## src/rtl/soml_pkg.sv

```systemverilog
`default_nettype none
// ---------------------------------------------------------------------------
// soml_pkg : shared sweep constants and state encoding for the SOML collector
// Revision : 1.0
// ---------------------------------------------------------------------------
package soml_pkg;
  localparam int N_COLS         = 2;
  localparam int N_ROWS         = 4;
  localparam int N_SI           = 16;
  localparam int SAMPLES_PER_SI = 8;
  localparam int N_SAMPLES      = N_SI * SAMPLES_PER_SI;
  localparam int CNT_W          = $clog2(N_SAMPLES);

  typedef enum logic [0:0] {
    ST_ACTIVE = 1'b0,
    ST_DONE   = 1'b1
  } state_t;
endpackage
`default_nettype wire

```

## src/rtl/soml_seq_checker.sv

```systemverilog
`default_nettype none
// ---------------------------------------------------------------------------
// soml_seq_checker : flags an address tag that differs from the sweep counter
// Revision : 1.0
// ---------------------------------------------------------------------------
module soml_seq_checker
  import soml_pkg::*;
(
  input  logic [CNT_W-1:0] cnt,
  input  logic [3:0]       addr_Si,
  input  logic [1:0]       addr_rowH,
  input  logic [1:0]       addr_colS,
  output logic             mismatch
);
  // Counter layout is {si[3:0], row[1:0], col}; colS is a 2-bit tag so bit 1 must be 0.
  assign mismatch = (addr_Si   != cnt[CNT_W-1:3]) ||
                    (addr_rowH != cnt[2:1])       ||
                    (addr_colS != {1'b0, cnt[0]});
endmodule
`default_nettype wire

```

## src/rtl/soml_metric_collector.sv

```systemverilog
`default_nettype none
// ---------------------------------------------------------------------------
// soml_metric_collector : sums 8 metrics per candidate over a 128-sample sweep
//                         and reports the minimum; SOML_SEQ_CHECK_EN adds seq_err.
// Revision : 1.0
// ---------------------------------------------------------------------------
module soml_metric_collector
  import soml_pkg::*;
#(
  parameter int METRIC_W = 16
) (
  input  logic                clk,
  input  logic                rst,
  input  logic                start,
  input  logic                in_valid,
  input  logic [METRIC_W-1:0] in_metric,
  input  logic [1:0]          addr_colS,
  input  logic [1:0]          addr_rowH,
  input  logic [3:0]          addr_Si,
  output logic                out_valid,
  output logic [3:0]          best_si,
  output logic [METRIC_W+2:0] best_metric,
  output logic                done,
  output logic                seq_err
);
  localparam int ACC_W = METRIC_W + 3;

  state_t             state, state_nxt;
  logic [CNT_W-1:0]   cnt;
  logic [ACC_W-1:0]   acc;
  logic [ACC_W-1:0]   sum;
  logic               accept;
  logic               last_of_si;
  logic               last_sample;

  assign accept      = (state == ST_ACTIVE) && in_valid && !start;
  assign last_of_si  = (cnt[2:0] == 3'(SAMPLES_PER_SI - 1));
  assign last_sample = (cnt == CNT_W'(N_SAMPLES - 1));
  assign sum         = acc + ACC_W'(in_metric);
  assign done        = (state == ST_DONE);

  always_ff @(posedge clk) begin
    if (rst) state <= ST_ACTIVE;
    else     state <= state_nxt;
  end

  always_comb begin
    state_nxt = state;
    if (start)                       state_nxt = ST_ACTIVE;
    else if (accept && last_sample)  state_nxt = ST_DONE;
  end

  always_ff @(posedge clk) begin
    if (rst || start) begin
      cnt         <= '0;
      acc         <= '0;
      best_metric <= '1;
      best_si     <= '0;
      out_valid   <= 1'b0;
    end else begin
      out_valid <= 1'b0;
      if (accept) begin
        cnt <= cnt + CNT_W'(1);
        if (last_of_si) begin
          acc <= '0;
          // Strict compare keeps the lowest Si on ties.
          if (sum < best_metric) begin
            best_metric <= sum;
            best_si     <= cnt[CNT_W-1:3];
          end
        end else begin
          acc <= sum;
        end
        if (last_sample) out_valid <= 1'b1;
      end
    end
  end

`ifdef SOML_SEQ_CHECK_EN
  logic mismatch;

  soml_seq_checker u_seq_checker (
    .cnt       (cnt),
    .addr_Si   (addr_Si),
    .addr_rowH (addr_rowH),
    .addr_colS (addr_colS),
    .mismatch  (mismatch)
  );

  // Sticky across start; only rst clears it.
  always_ff @(posedge clk) begin
    if (rst)                    seq_err <= 1'b0;
    else if (accept && mismatch) seq_err <= 1'b1;
  end
`else
  logic unused_tags;
  assign unused_tags = ^{addr_Si, addr_rowH, addr_colS};
  assign seq_err     = 1'b0;
`endif
endmodule
`default_nettype wire

```

## config.mk

```make
export PLATFORM = sky130hd
export DESIGN_NAME = soml_metric_collector
export DESIGN_NICKNAME = d
export VERILOG_FILES = /design/src/rtl/soml_pkg.sv /design/src/rtl/soml_seq_checker.sv /design/src/rtl/soml_metric_collector.sv
export SDC_FILE = /design/constraint.sdc
export NUM_CORES = 1
export LEC_CHECK = 0
export CAP_MARGIN = 10
export CORE_ASPECT_RATIO = 0.8
export CORE_MARGIN = 5
export CORE_UTILIZATION = 54
export CTS_BUF_LIST = sky130_fd_sc_hd__clkbuf_16
export CTS_CLUSTER_DIAMETER = 80
export CTS_CLUSTER_SIZE = 25
export DETAILED_ROUTE_END_ITERATION = 10
export GPL_TIMING_DRIVEN = 0
export PLACE_DENSITY = 0.77
export REMOVE_ABC_BUFFERS = 1
export SLEW_MARGIN = 15
export SYNTH_ARGS = -nofsm -noshare
export SYNTH_HDL_FRONTEND = slang
export SYNTH_SLANG_ARGS = --single-unit
```

## constraint.sdc

```tcl
create_clock -name clk -period 6.56 [get_ports clk]
set_input_delay 1.968 -clock clk [delete_from_list [all_inputs] [get_ports clk]]
set_output_delay 1.968 -clock clk [all_outputs]
set_load 0.1 [all_outputs]
```

# After elaboration in Yosys (flattened, before gate mapping)
# Index checks and enable logic that the tools add are counted.
totals:
  out_inout_bits: 26
  memories: 0
  romBits: 0
  ramBits: 0
  in_bits: 28
  reg_bits: 51
  latch_bits: 0
op_classes:
  n_eq_ne: 2
  n_reduce_logical: 8
  mul: 0
  n_mux: 2
  n_bitwise: 2
  n_div: 0
  shifts: 0
  n_addsub: 2
  magnitude_cmp: 1
op_table:
  columns: ["op", "n"]
  rows:
  - ["$add A19 B16 Y19", 1]
  - ["$lt A19 B19 Y1", 1]
  - ["$mux W19", 1]
  - ["$add A7 B1 Y7 const B", 1]
  - ["$eq A7 B7 Y1 const B", 1]
  - ["$reduce_or A2 Y1", 2]
  - ["$eq A3 B3 Y1 const B", 1]
  - ["$logic_and A1 B1 Y1", 3]
  - ["$reduce_and A3 Y1", 1]
  - ["$not A1 Y1", 2]
  - ["$logic_not A1 Y1", 1]
  - ["$logic_or A1 B1 Y1", 1]
  - ["$mux W1", 1]

# Longest topological paths before layout
# Gate-level depths: netlist (run 1).
depth:
  word_depth: 5
  depth_mapped: 17
  mapped_depth_nobuf: 16

# Least setup slack after synthesis (run 1)
# No wires, ideal clock.
synth_path:
  path_kind: "input-to-reg"
  start: "in in_metric[0]"
  end: "reg best_metric[0]"
  path_stages: 16
  required_ns: 6.430
  setup_ns: 0.130
  path_slack_ns: 1.061
  arrival_time_ns: 5.369
  path_cell_list: "ha_1 -> inv_1 -> fa_1 -> and2b_1 -> o2111ai_2 -> a2111oi_4 -> nor2_1 -> o21ai_0 -> xor2_1 -> ha_1 -> a21oi_1 -> a21oi_1 -> a2111oi_2 -> buf_2 -> mux2i_1 -> nand2_1"
synth_between:
  elab_chain_cells: 3
synth_rtl:
  columns: ["element", "line", "text"]
  rows:
  - ["start, declared", "soml_metric_collector.sv:16", "input logic [METRIC_W-1:0] in_metric,"]
  - ["$add A19 B16 Y19", "soml_metric_collector.sv:39", "assign sum = acc + ACC_W'(in_metric);"]
  - ["via sum[14]", "soml_metric_collector.sv:31", "logic [ACC_W-1:0] sum;"]
  - ["$lt A19 B19 Y1", "soml_metric_collector.sv:67", "if (sum < best_metric) begin"]
  - ["$reduce_and A3 Y1 (no source line)", null, null]
  - ["end signal, assigned", "soml_metric_collector.sv:68", "best_metric <= sum;"]
  - ["end, declared", "soml_metric_collector.sv:22", "output logic [METRIC_W+2:0] best_metric,"]
# The timed path passes the listed nets, and every way through them passes these cells.
# A chain may end at the register's enable or synchronous reset.

# Final worst setup path (run 1)
# Same ends and word-level chain as after synthesis.

==> results.sh, run 1 <==
export IMPL_die_w_um=96.11
export IMPL_start_util=0.5476
export IMPL_drt_iter0_markers=121
export IMPL_final_util=0.6567
export IMPL_hold_slack_ns=0.4747
export IMPL_fin_crit_sh=0.9423
export IMPL_wl_per_cell_um=14.24
export IMPL_ctsResizeCount=0
export IMPL_fin_crit_ns=6.181
export IMPL_synthArstFlopShare=0
export IMPL_crit_type="input port to register"
export IMPL_via_per_inst=5.626
export IMPL_ys_seq_area_frac=0.3188
export IMPL_io_pins=54
export IMPL_busiest_layer="met2"
export IMPL_yosys_area_top_type_share=0.3188
export IMPL_synth_edf_count=0
export IMPL_ys_ff_latch=51
export IMPL_tightestPinTransition_ns=0.9779
export IMPL_die_y_um=78.89
export IMPL_drive_gt1_frac=0.04535
export IMPL_synth_top_area_cell="dfxtp_1"
export IMPL_min_path_type="register to register"
export IMPL_avgSynthCellArea_sq_um=8.385
export IMPL_postRouteAntennaNets=0
export IMPL_route_vias_total=2813
export IMPL_cts_path_max_buffers=2
export IMPL_netlist_area_sq_mm=0.003203
export IMPL_die_area_sq_mm=0.007581
export IMPL_setup_viol=0
export IMPL_gp_congestion=0.8671
export IMPL_grt_pass1_vias=2705
export IMPL_grtUsageTotal=0.1978
export IMPL_rrSetupSlack_ns=2.21
export IMPL_critPathArrivalTime_ns=6.34
export IMPL_cts_sinks=51
export IMPL_fmax_mhz=161.8
export IMPL_synthCells=382
export IMPL_num_fill_cells=504
export IMPL_pwr_density_cell_mw_per_mm2=181.6
export IMPL_hold_path_end="cnt[1]"
export IMPL_crit_path_end_kind="register"
export IMPL_rsz0062_at_grt="no"
export IMPL_grt_pass1_wl_mm=11.92
export IMPL_area_growth_pct=19.92
export IMPL_regArea_sq_mm=0.001021
export IMPL_hpwlAfterDp_mm=5.299
export IMPL_grt_met3_usage=0.03504
export IMPL_leakage_nw=1.705
export IMPL_numCtsBuffers=5
export IMPL_maxSlewHeadroom=0.3460
export IMPL_wl_mm=7.120
export IMPL_cts_tree="built"
export IMPL_drv_slew=0
export IMPL_pre_cts_slack_ns=0.1674
export IMPL_hold_buffers=0
export IMPL_clk_pin_slew_ns=0.06
export IMPL_rows=25
export IMPL_cts_setup_buffers=0
export IMPL_hold_viol_final=0
export IMPL_outcome="finished clean"
export IMPL_multiInputGateArea_sq_mm=0.001976
export IMPL_cts_htree_levels=2
export IMPL_grt_overflow=0
export IMPL_finish_instance_area_sq_mm=0.003841
export IMPL_stdcell_count=500
export IMPL_dp_cells=492
export IMPL_r2r_end="best_metric[0]"
export IMPL_worstHoldStart="cnt[1]"
export IMPL_synth_warnings=0
export IMPL_cp_required_ns=6.71
export IMPL_core_area_sq_mm=0.005849
export IMPL_grt_use_met1=0.2594
export IMPL_portBuffers=44
export IMPL_reg2reg_depth=16
export IMPL_antenna_found_initial=0
export IMPL_synth_area_leaders="dfxtp_1 (32%), ha_1 (14%), nor2_1 (4.8%)"
export IMPL_place_area_sq_mm=0.003677
export IMPL_n_antenna_cell=0
export IMPL_cp_start_kind="input port"
export IMPL_clockRootBuffer="clkbuf_16"
export IMPL_fin_skew_ns=0.006405
export IMPL_clkLatencyLatePin_ns=0.29
export IMPL_hold_depth=2
export IMPL_drt_first_pass_iters=4
export IMPL_critical_path_max_fanout=11
export IMPL_maxCapViolCount=0
export IMPL_timing_rr_start="acc[0]"
export IMPL_drc=0
export IMPL_ir_drop_v=0.00009738
export IMPL_synth_main_ff_cell="dfxtp_1"
export IMPL_synth_common_cells="dfxtp_1 (51), nor2_1 (41), nand2_1 (40)"
export IMPL_yosysUniqueCellTypes=49
export IMPL_grt_max_degree=32
export IMPL_synth_most_common_cell="dfxtp_1"
export IMPL_fin_ws_ns=0.3786
export IMPL_fin_nets=483
export IMPL_grtUsageMet2=0.3301
## registers in the layout (all words and copies together), names as in the netlist
register and flops:
acc 19, done 1, best_si 4, best_metric 19
out_valid 1, cnt 7
## worst max-delay path, cell delays in order
cell and delay, ns:
clkdlybuf4s50_1 0.49, ha_1 0.23, inv_1 0.07, fa_1 0.40, and2b_1 0.25, o2111ai_2 0.19
a2111oi_4 0.47, nor2_1 0.10, o21ai_0 0.23, xor2_1 0.31, ha_1 0.32, a21oi_1 0.16
a21oi_1 0.13, a2111oi_4 0.47, buf_4 0.27, mux2i_1 0.19, nand2_1 0.07
## cell families after synthesis
family          synth area share
compound gates            0.2371
xor+xnor                 0.05469
fa+ha+maj                 0.1469
buf+inv                  0.06914
flops                     0.3188
mux                      0.01563
other cells             0.001171
simple gates              0.1566
## metal layers
layer,up-vias,wire length [um]
li1,1433,-
met1,1332,3526
met2,44,3294
met3,4,256
met4,0,42
met5,-,0
## final cells by class
type | count | share of cell area
clock buffer | 5 | 0.03257
sequential | 51 | 0.2658
multi-input combinational | 284 | 0.5143
inverter | 29 | 0.02834
clock inverter | 3 | 0.01010
tap | 81 | 0.02638
timing repair buffer | 47 | 0.1225
## cells in the final DEF (no fill, tap or decap), types with 12 or more instances in the layout
cell	n
o21ai_0	17
clkdlybuf4s50_1	44
dfxtp_1	51
ha_1	36
inv_1	29
nand2_1	40
a22oi_1	12
a21oi_1	25
xnor2_1	13
nor2_1	40
o211ai_1	15
## stage by stage
step,total power [W],setup TNS (ns)
detailed placement,0.0004113,0
global placement,0.0004084,-22.42
CTS,0.0007024,0
global route,0.0007270,0
finish,0.0006976,0
floorplan,0.0003819,0
## where the power goes
| part | internal [W] | total (W) | switching, W |
|---|---|---|---|
| logic | 0.0000363 | 0.0000922 | 0.0000559 |
| registers | 0.000312 | 0.000314 | 0.00000164 |
| clock network | 0.000178 | 0.000291 | 0.000113 |
| total | 0.000527 | 0.000698 | 0.000171 |
## worst max path at each step
stage / startpoint / to / slack, ns / depth (start not counted)
final: in_metric[0] / best_metric[0] / 0.38 / 17
after global routing: in_metric[0] / best_metric[0] / 0.02 / 17
after detailed placement: in_metric[0] / best_metric[0] / 0.17 / 17
after CTS: in_metric[0] / best_metric[0] / 0.40 / 17
after global placement: in_metric[0] / best_metric[0] / -1.46 / 16
after floorplan: in_metric[0] / best_metric[0] / 0.01 / 15
Note: power is estimated with default switching activity, not from simulation.
==> run 2: changes to the inputs <==
--- a/config.mk
+++ b/config.mk
@@ -16,6 +16,7 @@
 export GPL_TIMING_DRIVEN = 0
 export PLACE_DENSITY = 0.77
 export REMOVE_ABC_BUFFERS = 1
+export SKIP_LAST_GASP = 1
 export SLEW_MARGIN = 15
 export SYNTH_ARGS = -nofsm -noshare
 export SYNTH_HDL_FRONTEND = slang
==> results of run 2 <==
Final layout, timing and power as in run 1 (identical DEF).
